<file path="src/rtl/rns_pkg.sv">
// Shared constants and types for the 256/129 residue number system datapath.
// Used by the reverse converter and the mod-129 fold reduction.
package rns_pkg;

   localparam int MOD_A       = 256;
   localparam int MOD_B       = 129;
   localparam int INV_A_MOD_B = 64;
   localparam int DYN_RANGE   = 33024;
   localparam int HALF_RANGE  = 16512;

   localparam int RES_W     = $clog2(MOD_A);
   localparam int INV_SHIFT = $clog2(INV_A_MOD_B);

   typedef enum logic [1:0] {
      IDLE,
      SUB,
      SCALE,
      HOLD
   } rns_state_t;

   typedef struct packed {
      logic [RES_W-1:0] r256;
      logic [RES_W-1:0] r129;
   } rns_pair_t;

endpackage

</file>
<file path="src/rtl/rns_mod129_fold.sv">
// Combinational 16-bit to 8-bit reduction mod 129.
// Folds with 2^7 = -1 and 2^14 = +1 (mod 129), then applies two conditional corrections.
module rns_mod129_fold
   import rns_pkg::*;
(
   input  logic [15:0] num,
   output logic [7:0]  res
);

   logic [9:0] s0;
   logic [9:0] s1;
   logic [9:0] s2;

   // Bias by 129 so the fold sum stays non-negative (range 2..259).
   always_comb begin
      s0  = 10'(MOD_B) + {3'b000, num[6:0]} + {8'h00, num[15:14]} - {3'b000, num[13:7]};
      s1  = (s0 >= 10'(MOD_B)) ? s0 - 10'(MOD_B) : s0;
      s2  = (s1 >= 10'(MOD_B)) ? s1 - 10'(MOD_B) : s1;
      res = s2[7:0];
   end

endmodule

</file>
<file path="src/rtl/rns_reverse_converter.sv">
// Mixed-radix CRT converter from (r mod 256, r mod 129) to a 16-bit binary value.
// Three-step FSM (SUB, SCALE, HOLD) with valid/ready handshakes on both sides.
module rns_reverse_converter
   import rns_pkg::*;
#(
   parameter bit SIGNED_OUT = 1'b0,
   parameter int TAG_W      = 3
) (
   input  logic             clk,
   input  logic             rst,
   input  logic             in_valid,
   output logic             in_ready,
   input  logic [7:0]       res_256,
   input  logic [7:0]       res_129,
   input  logic [TAG_W-1:0] in_tag,
   output logic             out_valid,
   input  logic             out_ready,
   output logic [15:0]      out_bin,
   output logic [TAG_W-1:0] out_tag,
   output logic             out_err
);

   rns_state_t       state;
   rns_state_t       state_d;
   rns_pair_t        pair_p0;
   logic [TAG_W-1:0] tag_p0;
   logic             err_p0;
   logic [7:0]       d_p1;
   logic             idle_rdy;
   logic             accept;
   logic [7:0]       r256m;
   logic [7:0]       d_next;
   logic [15:0]      fold_in;
   logic [7:0]       k;

   // X = 256*k + r256 is a plain concatenation; the signed view wraps the upper half.
   function automatic logic [15:0] map_out(input logic [7:0] kk, input logic [7:0] rr,
                                           input logic err);
      logic [15:0] x;
      x = {kk, rr};
      if (err)
         return 16'd0;
      if (SIGNED_OUT && (x >= 16'(HALF_RANGE)))
         return x - 16'(DYN_RANGE);
      return x;
   endfunction

   // idle_rdy is a registered copy of "state is IDLE" that stays low during reset.
   assign in_ready = idle_rdy || ((state == HOLD) && out_ready);
   assign accept   = in_valid && in_ready;

   always_comb begin
      state_d = state;
      case (state)
         IDLE:    if (accept) state_d = SUB;
         SUB:     state_d = SCALE;
         SCALE:   state_d = HOLD;
         HOLD:    if (out_ready) state_d = in_valid ? SUB : IDLE;
         default: state_d = IDLE;
      endcase
   end

   // Stage SUB: d = (r129 - r256) mod 129, both operands already in 0..128.
   always_comb begin
      r256m  = (pair_p0.r256 >= 8'(MOD_B)) ? pair_p0.r256 - 8'(MOD_B) : pair_p0.r256;
      d_next = (pair_p0.r129 >= r256m) ? pair_p0.r129 - r256m
                                       : pair_p0.r129 + (8'(MOD_B) - r256m);
   end

   // Stage SCALE: k = (d * 64) mod 129.
   assign fold_in = {8'h00, d_p1} << INV_SHIFT;

   rns_mod129_fold u_fold (
      .num (fold_in),
      .res (k)
   );

   always_ff @(posedge clk or posedge rst) begin
      if (rst) begin
         state     <= IDLE;
         idle_rdy  <= 1'b0;
         pair_p0   <= '0;
         tag_p0    <= '0;
         err_p0    <= 1'b0;
         d_p1      <= '0;
         out_valid <= 1'b0;
         out_bin   <= '0;
         out_tag   <= '0;
         out_err   <= 1'b0;
      end else begin
         state     <= state_d;
         idle_rdy  <= (state_d == IDLE);
         out_valid <= (state_d == HOLD);
         if (accept) begin
            pair_p0 <= '{r256: res_256, r129: res_129};
            tag_p0  <= in_tag;
            err_p0  <= (res_129 >= 8'(MOD_B));
         end
         if (state == SUB)
            d_p1 <= d_next;
         // Stage HOLD entry: outputs stay frozen until the next SCALE.
         if (state == SCALE) begin
            out_bin <= map_out(k, pair_p0.r256, err_p0);
            out_tag <= tag_p0;
            out_err <= err_p0;
         end
      end
   end

endmodule

</file>
<file path="config.mk">
export PLATFORM = sky130hd
export DESIGN_NAME = rns_reverse_converter
export DESIGN_NICKNAME = d
export VERILOG_FILES = /design/src/rtl/rns_pkg.sv /design/src/rtl/rns_mod129_fold.sv /design/src/rtl/rns_reverse_converter.sv
export SDC_FILE = /design/constraint.sdc
export NUM_CORES = 1
export LEC_CHECK = 0
export BUFFER_PORTS_ARGS = -buffer_cell sky130_fd_sc_hd__clkbuf_2
export CAP_MARGIN = 20
export CORE_UTILIZATION = 55
export DETAILED_ROUTE_END_ITERATION = 6
export PLACE_DENSITY = 0.81
export REMOVE_ABC_BUFFERS = 1
export SLEW_MARGIN = 20
export SYNTH_ARGS = -nofsm -noshare
export SYNTH_HDL_FRONTEND = slang
export SYNTH_HIERARCHICAL = 1
export SYNTH_SLANG_ARGS = --single-unit
export TNS_END_PERCENT = 10
</file>
<file path="constraint.sdc">
create_clock -name clk -period 4.1 [get_ports clk]
set_input_delay 0.82 -clock clk [delete_from_list [all_inputs] [get_ports clk]]
set_output_delay 0.82 -clock clk [all_outputs]
set_load 0.005 [all_outputs]
</file>
[Yosys cells after proc, flatten, opt, wreduce, memory -nomap -nowiden]
Index checks and enable logic that the tools add are counted.
Operators by class
  add/subtract/negate cells: 8
  magnitude comparators: 5
  eq/ne operators: 4
  mux-type cells: 12
  reduce and logical (&&, ||, !) cells: 5
Operator list (count)
  16-bit 2-to-1 mux: 2
  8-bit 2-to-1 mux: 3
  10-bit by 8-bit greater-or-equal comparator with 1-bit output (second input constant): 2
  8-bit greater-or-equal comparator (second input constant): 2
  8-bit subtractor (second input constant): 2
  10-bit 2-to-1 mux: 1
  10-bit by 7-bit subtractor with 10-bit output: 1
  10-bit by 8-bit subtractor with 10-bit output (second input constant): 1
  8-bit by 7-bit adder with 9-bit output (first input constant): 1
  8-bit adder: 1
  8-bit greater-or-equal comparator: 1
  2-bit one-hot mux with 4 select lines: 1
  8-bit subtractor: 1
  8-bit subtractor (first input constant): 1
  2-bit equality test (second input constant): 3
  2-bit logical NOT: 2
  2-bit 2-to-1 mux: 2
  1-bit 2-to-1 mux: 3
  2-bit by 1-bit equality test with 1-bit output (second input constant): 1
  1-bit logical AND: 2
  1-bit logical OR: 1
Word-level totals
  bits in registers: 52
  input port bits: 23

[Depth between registers and ports, before layout]
  depth in word-level cells: 7
  gate-level depth with buffers: 20
  mapped depth without buffers: 20

[Cells and area by module]
Netlist, hierarchy kept.
Modules (own cells, without submodules)
  rns_reverse_converter: instances 1, cells an instance 303, area an instance 3074.2 µm², seq. area each 1301.2 µm²
  rns_mod129_fold: instances 1, cells an instance 175, area an instance 1342.5 µm², seq. area each 0.0 µm²

[Worst setup path before layout]
No wires, ideal clock.
  path kind: reg2reg
  from: reg d_p1[1]
  to: reg out_bin[9]
  arrival: 3707 ps
  setup slack: 311 ps
  cell stages (with the launch flop): 19
  path through: dfrtp_1 -> fa_1 -> inv_1 -> ha_1 -> xnor2_1 -> ha_1 -> nand2_1 -> nor3_2 -> and3_4 -> a21oi_4 -> a21oi_1 -> ha_1 -> o21ai_0 -> a2111oi_2 -> a31oi_1 -> nor2_2 -> mux2i_1 -> nand2b_1 -> o21ai_0
On the way
  cells in the longest elaborated chain, start to end: 6
RTL lines
  start: declaration: RTL line rns_reverse_converter.sv:28  | logic [7:0] d_p1;
  start signal: assignment: RTL line rns_reverse_converter.sv:100  | d_p1 <= d_next;
  10-bit by 7-bit subtractor with 10-bit output (*): RTL line rns_mod129_fold.sv:16  | s0 = 10'(MOD_B) + {3'b000, num[6:0]} + {8'h00, num[15:14]} - {3'b000, num[13:7]};
  10-bit by 8-bit subtractor with 10-bit output or 10-bit by 8-bit greater-or-equal comparator with 1-bit output (tied branches): RTL line rns_mod129_fold.sv:17  | s1 = (s0 >= 10'(MOD_B)) ? s0 - 10'(MOD_B) : s0;
  10-bit 2-to-1 mux (*): RTL line rns_mod129_fold.sv:17
  8-bit subtractor or 10-bit by 8-bit greater-or-equal comparator with 1-bit output (tied branches): RTL line rns_mod129_fold.sv:18  | s2 = (s1 >= 10'(MOD_B)) ? s1 - 10'(MOD_B) : s1;
  8-bit 2-to-1 mux (*): RTL line rns_mod129_fold.sv:18
  via k[1]: RTL line rns_reverse_converter.sv:34  | logic [7:0] k;
  16-bit 2-to-1 mux (*): RTL line rns_reverse_converter.sv:43  | if (SIGNED_OUT && (x >= 16'(HALF_RANGE)))
  end signal: assignment: RTL line rns_reverse_converter.sv:103  | out_bin <= map_out(k, pair_p0.r256, err_p0);
  end: declaration: RTL line rns_reverse_converter.sv:18  | output logic [15:0] out_bin,
The timed path passes the listed nets; every way through them passes the cells marked *.
A chain may end at the register's enable or synchronous reset.

[Worst setup path in the final report]
  from: reg d_p1[6]
  to: reg out_bin[9]
On the way
  cells in the longest elaborated chain, start to end: 6
RTL lines (RTL line)
  10-bit by 7-bit subtractor with 10-bit output (*): rns_mod129_fold.sv:16
  10-bit by 8-bit subtractor with 10-bit output or 10-bit by 8-bit greater-or-equal comparator with 1-bit output (tied branches): rns_mod129_fold.sv:17
  10-bit 2-to-1 mux (*): rns_mod129_fold.sv:17
  10-bit by 8-bit greater-or-equal comparator with 1-bit output or 8-bit subtractor (tied branches): rns_mod129_fold.sv:18
  8-bit 2-to-1 mux (*): rns_mod129_fold.sv:18
  via k[1]: rns_reverse_converter.sv:34
  16-bit 2-to-1 mux (*): rns_reverse_converter.sv:43
Marks and branches as above.

==> metrics.txt <==
Avg WL per Cell=14.7 um; Routed WL=9370 um; GRT Residual Overflow=0; first-pass GRT wire length=15700 um; Final #Nets=602; Die Ht=91.6 um; hpwl dp=7340 um; Final Cycle Share=93.7%; Final Hold Vio Count=0; Post-CTS Hold Fix Bufs=0; largest net degree at the start of global routing=53; Cell Area, Synth=0.00442 sq mm; Post-synth EDFFs=0; Die ar.=0.00839 sq mm; 1st-iter DRT viols=122; most common flop cell mapped by yosys=dfrtp_1; DR pass1 iterations=4; vias in the first global route=3506; HP Class=register to register; ant diodes=0; DR vias=3618; core area=0.00773 sq mm; clock buffer depth=2; post-synthesis sequential area ratio=29.5%; clk_skew=8.31 ps; slew margin rel.=41.8%; syn_area_per_cell=9.24 sq um; CTS HTree Levels=2; CTS tree=built; cell family with most CP delay=compound AO/OA/AOI/OAI gates; insertion delay to the later sink of the worst-skew pair=310 ps; dominant cell type by area after synthesis=dfrtp_1; dpl ws=37.7 ps; CP bufs+invs=2; FMAX=260 MHz; antenna violations before repair=0; CTS sink count=52; Max-cap violations=0; TritonCTS buffer count=5; routability cong.=0.875; status=finished clean; Residual DRC=0; antenna-violating nets left=0; most frequent cells in the layout=56 x nand2_1, 52 x dfrtp_1, 44 x clkbuf_2; worst slew pin tran=872 ps; critical path endpoint category=register; critical path's largest stage delay=390 ps; asr flop ratio synth=100%; cells after synthesis=478; WP data required=4330 ps; Area Overhead vs Synth=11.9%; drt via density=5.67; gr usage total=22.9%; CP Class=register to register; CP cell instances=inv_1 -> ha_1 -> ha_1 -> nand2_1 -> a211oi_4 -> or3_1 -> a211oi_4 -> a21oi_4 -> xnor2_1 -> inv_1 -> ha_2 -> o21ai_0 -> a2111oi_2 -> a31oi_1 -> nor2_2 -> mux2i_1 -> nand2b_1 -> o21ai_0; Root Driver=clkbuf_8; Synth top area share=29.5%; share of layout cells above drive strength 1=23.5%; Crit Path Max Fanout=8; commonest non-fill, non-tap cell in the layout=nand2_1; Chip Width=91.6 um; Yosys warnings=6; top cells by area, synth=dfrtp_1 29%, ha_1 10%, mux2_2 5.9%; final worst-path setup slack=260 ps; Netlist cell types=83; CP Data Arrival Time=4070 ps; unrepaired setup endpoints after global routing=true; post-synthesis sequential element count=52; Ports=45; Final Max Tran Viols=0; critical path's slowest cell=ha_1; final setup violation count=0; startpoint types=register; clk slew on worst S/H paths=100 ps; num rows=32; starting density of the core=57.2%; fin crit period=3840 ps; Port Buf Inserts=44
cell usage after synthesis (all sizes together), types with 8 or more instances:
library cell,n
o21ai,39
xnor2,18
inv,36
nand2b,22
fa,8
a21oi,23
ha,36
clkbuf,10
mux2,23
nand2,57
nor3,10
nand3,10
dfrtp,52
o31ai,8
xor2,10
nor2,24
cell families (layout without fill, tap and decap cells):
logic type / count (synthesis) / in the layout / share of synthesized area [%]
and+or+nand+nor: 155 / 155 / 18.5
adders and majority gates: 44 / 44 / 13.8
AOI/OAI and AO/OA: 120 / 120 / 20.3
xor gates and xnor gates: 28 / 28 / 6.06
buffers and inverters: 48 / 96 / 4.33
other: 1 / 11 / 0.0849
DFF: 52 / 52 / 29.5
muxes: 30 / 30 / 7.45
what timing repair did:
action,4_1_cts,5_1_grt
setup endpoints to repair,0,9
hold endpoints to repair,0,0
buffers inserted,0,3
resized for setup,0,8
metal layers:
layer / GRT usage (%) / vias to the layer above / share of wire [%] / wire, um
li1: - / 1792 / - / -
met1: 29.3 / 1716 / 44 / 4160
met2: 39.7 / 89 / 50 / 4730
met3: 2.90 / 21 / 3.3 / 313
met4: 8.07 / 0 / 1.8 / 168
met5: 0 / - / 0 / 0
path summary, 6_finish.rpt:
kind	startpoint	end	slack, ps	cells after the start
hold reg to reg	d_p1[5]$_DFFE_PP0N_	d_p1[5]$_DFFE_PP0N_	490	2
setup / recovery	d_p1[6]$_DFFE_PP0N_	out_bin[9]$_DFFE_PP0P_	260	18
hold / removal	d_p1[5]$_DFFE_PP0N_	d_p1[5]$_DFFE_PP0N_	490	2
min in group asynchronous	rst	out_bin[13]$_DFFE_PP0P_	630	2
max in group asynchronous	rst	d_p1[3]$_DFFE_PP0N_	2950	2
setup reg to reg	d_p1[6]$_DFFE_PP0N_	out_bin[9]$_DFFE_PP0P_	260	18
worst register-to-register path, stage by stage, from the launching register on:
cell	delay, ps
dfrtp_1	370
inv_1	50
ha_1	270
ha_1	390
nand2_1	150
a211oi_4	70
or3_1	380
a211oi_4	310
a21oi_4	150
xnor2_1	200
inv_1	90
ha_2	180
o21ai_0	120
a2111oi_2	270
a31oi_1	180
nor2_2	170
mux2i_1	210
nand2b_1	60
o21ai_0	150
flip-flops by register name, summed over array words and instances (netlist names):
signal     flops
out_bin       16
pair_p0       16
d_p1           8
out_tag        3
tag_p0         3
state          2
err_p0         1
idle_rdy       1
out_err        1
out_valid      1
final cells by class:
cell class              count  area (sq um)
well taps                 102           128
inverters                  36           136
clock buffers               5          68.8
flip-flops and latches     52          1300
repair buffers             52           280
multi-input cells         388          3000
fillers                   638          2790
clock inverters             3          26.3
per-stage QoR:
| step | hold WS, ps | util (%) | cells | cell area, sq um | TNS [ps] |
|---|---|---|---|---|---|
| 2_1_floorplan | 456 | - | 476 | 4400 | 0 |
| 3_3_place_gp | 463 | 61.9 | 627 | 4780 | 0 |
| 3_5_place_dp | 470 | 61.9 | 627 | 4780 | 0 |
| 4_1_cts | 493 | 63.1 | 635 | 4880 | 0 |
| 5_1_grt | 522 | 64.0 | 638 | 4940 | -10.7 |
| 6_report | 489 | 64.0 | 638 | 4940 | 0 |
Power is left out: the tool's default activity adds up to more than one toggle a clock period on the data nets, which glitch-free logic cannot reach.
